--- src/rtl/taillight_input_conditioner.sv ---
// taillight_input_conditioner: synchronise/debounce five driver switches; produce step, dim and change strobes
//   clk, rst (sync, active-high)
//   in : left_sw, right_sw, brake_sw, hazard_sw, runlight_sw (raw, asynchronous)
//   out: left, right, brake, hazard, runlight (debounced), step_tick, dim_tick, changed (one-cycle strobes)
module taillight_input_conditioner #(
  parameter int DEBOUNCE_CYCLES = 4,
  parameter int STEP_DIV = 8,
  parameter int DIM_DIV = 4
) (
  input  logic clk,
  input  logic rst,
  input  logic left_sw,
  input  logic right_sw,
  input  logic brake_sw,
  input  logic hazard_sw,
  input  logic runlight_sw,
  output logic left,
  output logic right,
  output logic brake,
  output logic hazard,
  output logic runlight,
  output logic step_tick,
  output logic dim_tick,
  output logic changed
);
  localparam int CW = $clog2(DEBOUNCE_CYCLES + 1);
  localparam int SW = $clog2(STEP_DIV);
  localparam int DW = $clog2(DIM_DIV);
  localparam logic [CW-1:0] CNT_LAST = CW'(DEBOUNCE_CYCLES - 1);
  localparam logic [SW-1:0] SCNT_LAST = SW'(STEP_DIV - 1);
  localparam logic [DW-1:0] DCNT_LAST = DW'(DIM_DIV - 1);
  logic [4:0] s1_q, s1_d, s2_q, s2_d, out_q, out_d, flip;
  logic [CW-1:0] cnt_q [5];
  logic [CW-1:0] cnt_d [5];
  logic [SW-1:0] scnt_q, scnt_d;
  logic [DW-1:0] dcnt_q, dcnt_d;
  logic step_q, step_d, dim_q, dim_d, chg_q, chg_d, turn_evt;
  // bit order: 0 left, 1 right, 2 brake, 3 hazard, 4 runlight
  always_comb begin
    s1_d = {runlight_sw, hazard_sw, brake_sw, right_sw, left_sw};
    s2_d = s1_q;
    for (int i = 0; i < 5; i++) begin
      flip[i] = s2_q[i] != out_q[i] && cnt_q[i] == CNT_LAST;
      cnt_d[i] = s2_q[i] == out_q[i] || flip[i] ? '0 : cnt_q[i] + 1'b1;
    end
    out_d = out_q ^ flip;
    chg_d = |flip;
    turn_evt = flip[0] | flip[1] | flip[3];
    step_d = turn_evt || scnt_q == SCNT_LAST;
    scnt_d = step_d ? '0 : scnt_q + 1'b1;
    dim_d = dcnt_q == DCNT_LAST;
    dcnt_d = dim_d ? '0 : dcnt_q + 1'b1;
  end
  always_ff @(posedge clk) begin
    if (rst) begin
      s1_q <= '0;
      s2_q <= '0;
      out_q <= '0;
      cnt_q <= '{default: '0};
      scnt_q <= '0;
      dcnt_q <= '0;
      step_q <= 1'b0;
      dim_q <= 1'b0;
      chg_q <= 1'b0;
    end else begin
      s1_q <= s1_d;
      s2_q <= s2_d;
      out_q <= out_d;
      cnt_q <= cnt_d;
      scnt_q <= scnt_d;
      dcnt_q <= dcnt_d;
      step_q <= step_d;
      dim_q <= dim_d;
      chg_q <= chg_d;
    end
  end
  assign {runlight, hazard, brake, right, left} = out_q;
  assign step_tick = step_q;
  assign dim_tick = dim_q;
  assign changed = chg_q;
endmodule

--- config.mk ---
export PLATFORM = sky130hd
export DESIGN_NAME = taillight_input_conditioner
export DESIGN_NICKNAME = d
export VERILOG_FILES = /design/src/rtl/taillight_input_conditioner.sv
export SDC_FILE = /design/constraint.sdc
export NUM_CORES = 1
export LEC_CHECK = 0
export ABC_AREA = 0
export CAP_MARGIN = 5
export CORE_MARGIN = 3
export CORE_UTILIZATION = 55
export CTS_CLUSTER_SIZE = 25
export DETAILED_ROUTE_END_ITERATION = 12
export PLACE_DENSITY = 0.78
export SYNTH_ARGS = -nofsm -noshare
export SYNTH_HDL_FRONTEND = slang
export SYNTH_SLANG_ARGS = --single-unit
--- constraint.sdc ---
create_clock -name clk -period 3.26 [get_ports clk]
set_clock_uncertainty 0.05 [all_clocks]
set_input_delay 0.652 -clock clk [delete_from_list [all_inputs] [get_ports clk]]
set_output_delay 0.652 -clock clk [all_outputs]
set_load 0.1 [all_outputs]
* After elaboration in Yosys (flattened, before gate mapping)
Cells that the tools add are included.
Operators by class: reductions and logical operators 19, eq/ne operators 17, $add $sub $neg 7, bitwise gates (word level) 3
Operators with widths (count):
- adder 3 x 1 -> 3 bit (second input constant) | 6
- == test 3 x 2 -> 1 bit (second input constant) | 5
- OR reduction 2 bit | 7
- logical OR 1 bit | 6
- == test 1 bit | 5
- logical AND 1 bit | 5
- inequality test 1 bit | 5
- OR reduction 5 bit | 1
- bitwise XOR 5 bit | 1
- == test 3 bit (second input constant) | 1
- adder 2 x 1 -> 2 bit (second input constant) | 1
- == test 2 bit (second input constant) | 1
- bitwise OR 1 bit | 2
Word-level totals: register bits 38, output and inout port bits 8, input port bits 7, logic and storage cells 59

* Logic depth before layout (Yosys ltp)
depth after elaboration 6, gate-level depth with buffers 5, mapped depth without buffers 5

* Worst setup path after synthesis
OpenSTA, ideal clock, no wires.
path kind register to register, start point reg (tool-made name), end point reg scnt_q[0], data arrival time 1899 ps, cell stages (with the launch flop) 4, clock period less this slack 2037 ps, setup time 87 ps, slack 1223 ps, required time 3123 ps, path through dfxtp_1 > xor2_1 > a222oi_1 > nor4b_2
RTL lines:
- end signal: assignment | RTL line 70 | scnt_q <= scnt_d;
- end: declaration | RTL line 35 | logic [SW-1:0] scnt_q, scnt_d;

* Worst setup path in the final report
start point in rst, end point reg cnt_q[2] in the netlist's numbering
Between the ends: cells in the longest elaborated chain, start to end 1
RTL lines:
- start: declaration | RTL line 11 | input logic rst,
- OR reduction 2 bit (no line)
- end signal: assignment | RTL line 69 | cnt_q <= cnt_d;
- end: declaration | RTL line 33 | logic [CW-1:0] cnt_q [5];
No other way between the ends. A chain may end at the register's enable or synchronous reset.

==> results_dict.tcl <==
set metrics [dict create \
    initial_core_util 0.589 \
    fin_hold_ws_ps 376 \
    hold_buffers 0 \
    grt_pass1_wl_mm 3.10 \
    crit_family "buffers and inverters" \
    post-route-period-util 0.562 \
    ir_drop_mv 0.426 \
    finish.utilization 0.683 \
    cts-htree-levels 2 \
    drt-pass1-iter-count 4 \
    min-delay-start "cnt_q[12]$_SDFF_PP0_" \
    path_clk_slew_ps 100 \
    cp_max_fo 20 \
    num_antenna_cells 0 \
    rows 17 \
    required_ps 3480 \
    cts_root_buf "clkbuf_4" \
    worst-path-buf-inv 1 \
    drive_gt1_frac 0.128 \
    grt_pass1_vias 805 \
    die-area_mm2 0.00304 \
    finalNetCount 160 \
    dieWidth_um 55.1 \
    cp-end-kind "register" \
    route.detailed.drc 0 \
    p_leak_nw 0.676 \
    final.fill_count 198 \
    routabilityCongestion 0.663 \
    cts_setup_buffers 0 \
    die_y_um 55.1 \
    syn_nets 141 \
    crit_start "rst" \
    slowest_stage "clkdlybuf4s50_1" \
    first_iter_violations 11 \
    syn_area_per_cell_um2 11.0 \
    io_buffers 14 \
    fin_crit_ps 1830 \
    vias 841 \
    r2r-start "cnt_q[12]$_SDFF_PP0_" \
    crit_path_max_incr_delay_ps 740 \
    cts_resized 0 \
    start_kind "input port" \
    design.core.area_mm2 0.00225 \
    netlist-cell-type-count 22 \
    power_density_mw_per_mm2 498 \
    cts_num_sinks 38 \
    numCtsBuffers 5 \
    seq_area_frac_synth 0.573 \
    worstMarginPinSlew_ps 648 \
    yosysWarnings 0 \
    drv_slew 0 \
    clk_latency_ps 330 \
    crit_chain "clkdlybuf4s50_1 > or3_1 > nor2_1" \
    cp.arrival_ps 2050 \
    syn_inst 121 \
    detail_route.vias_per_cell 4.98 \
    rsz0062_at_grt "false" \
    finalSetupTns_ps 0 \
    maxSlewHeadroom 0.566 \
    cts_tree "built" \
    ys_seq_elements 38 \
    fmaxAchievable_mhz 546 \
    antenna_found_initial 0 \
    worstSetupPathType "in2reg" \
    dp_hpwl_mm 1.38 \
    syn_area_mm2 0.00133 \
    ios 15 \
    routedWlPerCell_um 10.7 \
    hold_viol 0 \
    grt-ovfl-total 0 \
    power_mw 0.766 \
    grt_usage 0.153 \
    setup_violations 0 \
    drt_wl_total_mm 1.80 \
    grt_start_max_net_pins 21 \
    min_path_type "reg2reg" \
    outcome "complete, no violations" \
    final_antenna_net_count 0 \
    maxCapViolCount 0 \
    layout-area-overhead-vs-synth_pct 15.9 \
    clock_path_buffers 2 \
]
synthesized netlist by cell type, drive strengths merged:
cell type	instances	area share
nand2	3	0.0085
nor3	1	0.0038
nor4b	1	0.011
or3	2	0.0094
buf	1	0.0028
a222oi	1	0.0075
and3	3	0.015
nor4bb	2	0.015
nor3b	1	0.0057
xnor2	2	0.013
ha	13	0.12
a31oi	1	0.0047
dfxtp	38	0.57
mux2i	5	0.038
nand2b	2	0.0094
a21oi	1	0.0038
nor2b	11	0.052
clkbuf	2	0.0057
xor2	3	0.020
inv	8	0.023
nor2	20	0.057
layer usage:
| layer | GRT usage | up-vias | routed length, µm |
|---|---|---|---|
| met5 | 0 | - | 0 |
| met4 | 0.0850 | 0 | 19 |
| met3 | 0.0804 | 2 | 140 |
| met2 | 0.256 | 23 | 910 |
| met1 | 0.150 | 383 | 732 |
| li1 | - | 433 | - |
where the power goes:
group | internal (mW) | total (mW) | leakage (nW) | switching (mW)
registers | 0.479 | 0.484 | 0.310 | 0.00582
clock network | 0.105 | 0.244 | 0.0353 | 0.139
logic | 0.0204 | 0.0381 | 0.331 | 0.0177
total | 0.604 | 0.766 | 0.676 | 0.163
logic make-up (layout without fill, tap and decap cells):
group | after synthesis | in the layout | share of synthesized area
AO/OA/AOI/OAI | 3 | 3 | 0.0160
XOR/XNOR | 5 | 5 | 0.0330
adder cells (fa/ha/maj) | 13 | 13 | 0.123
buffers and inverters | 11 | 31 | 0.0311
flip-flops | 38 | 38 | 0.573
multiplexers | 5 | 5 | 0.0377
AND/OR/NAND/NOR | 46 | 46 | 0.187
layout by cell type (no fill, tap or decap):
| cell | Yosys | final |
|---|---|---|
| a21oi_1 | 1 | 1 |
| a222oi_1 | 1 | 1 |
| a31oi_1 | 1 | 1 |
| and3_1 | 2 | 2 |
| and3_2 | 1 | 1 |
| buf_4 | 0 | 9 |
| clkbuf_1 | 2 | 1 |
| clkbuf_4 | 0 | 5 |
| clkbuf_8 | 0 | 1 |
| clkdlybuf4s50_1 | 0 | 6 |
| clkinv_2 | 0 | 1 |
| dfxtp_1 | 38 | 38 |
| ha_1 | 13 | 13 |
| inv_1 | 8 | 8 |
| mux2i_1 | 5 | 5 |
| nand2_1 | 3 | 3 |
| nand2b_1 | 2 | 2 |
| nor2_1 | 20 | 20 |
| nor2b_1 | 11 | 11 |
| nor3_1 | 1 | 1 |
| nor3b_1 | 1 | 1 |
| nor4b_2 | 1 | 1 |
| nor4bb_1 | 2 | 2 |
| or3_1 | 2 | 2 |
| xnor2_1 | 2 | 2 |
| xor2_1 | 3 | 3 |
cell type report:
class / count / area, µm² / share of cell area
Clock buffer: 7 / 55.1 / 0.0358
Clock inverter: 1 / 5.00 / 0.00325
Inverter: 8 / 30.0 / 0.0195
Multi-Input combinational cell: 72 / 526 / 0.341
Sequential cell: 38 / 761 / 0.494
Tap cell: 28 / 35.0 / 0.0228
Timing Repair Buffer: 15 / 128 / 0.0829
path summary, 6_finish.rpt:
check / end / depth (start not counted) / slack [ps]
worst max-delay path: cnt_q[2]$_SDFF_PP0_ / 3 / 1430
worst min-delay path: cnt_q[12]$_SDFF_PP0_ / 1 / 380
worst max register to register: scnt_q[0]$_SDFF_PP0_ / 4 / 1510
worst min register to register: cnt_q[12]$_SDFF_PP0_ / 1 / 380
stage by stage:
step | setup slack, ps | area [µm²] | cells
detailed placement | 1080 | 1480 | 161
finish | 1430 | 1540 | 169
floorplan | 1220 | 1330 | 121
global route | 1340 | 1540 | 169
CTS | 1430 | 1540 | 169
global placement | 1130 | 1480 | 161
Power figures use the tool's default switching activity.
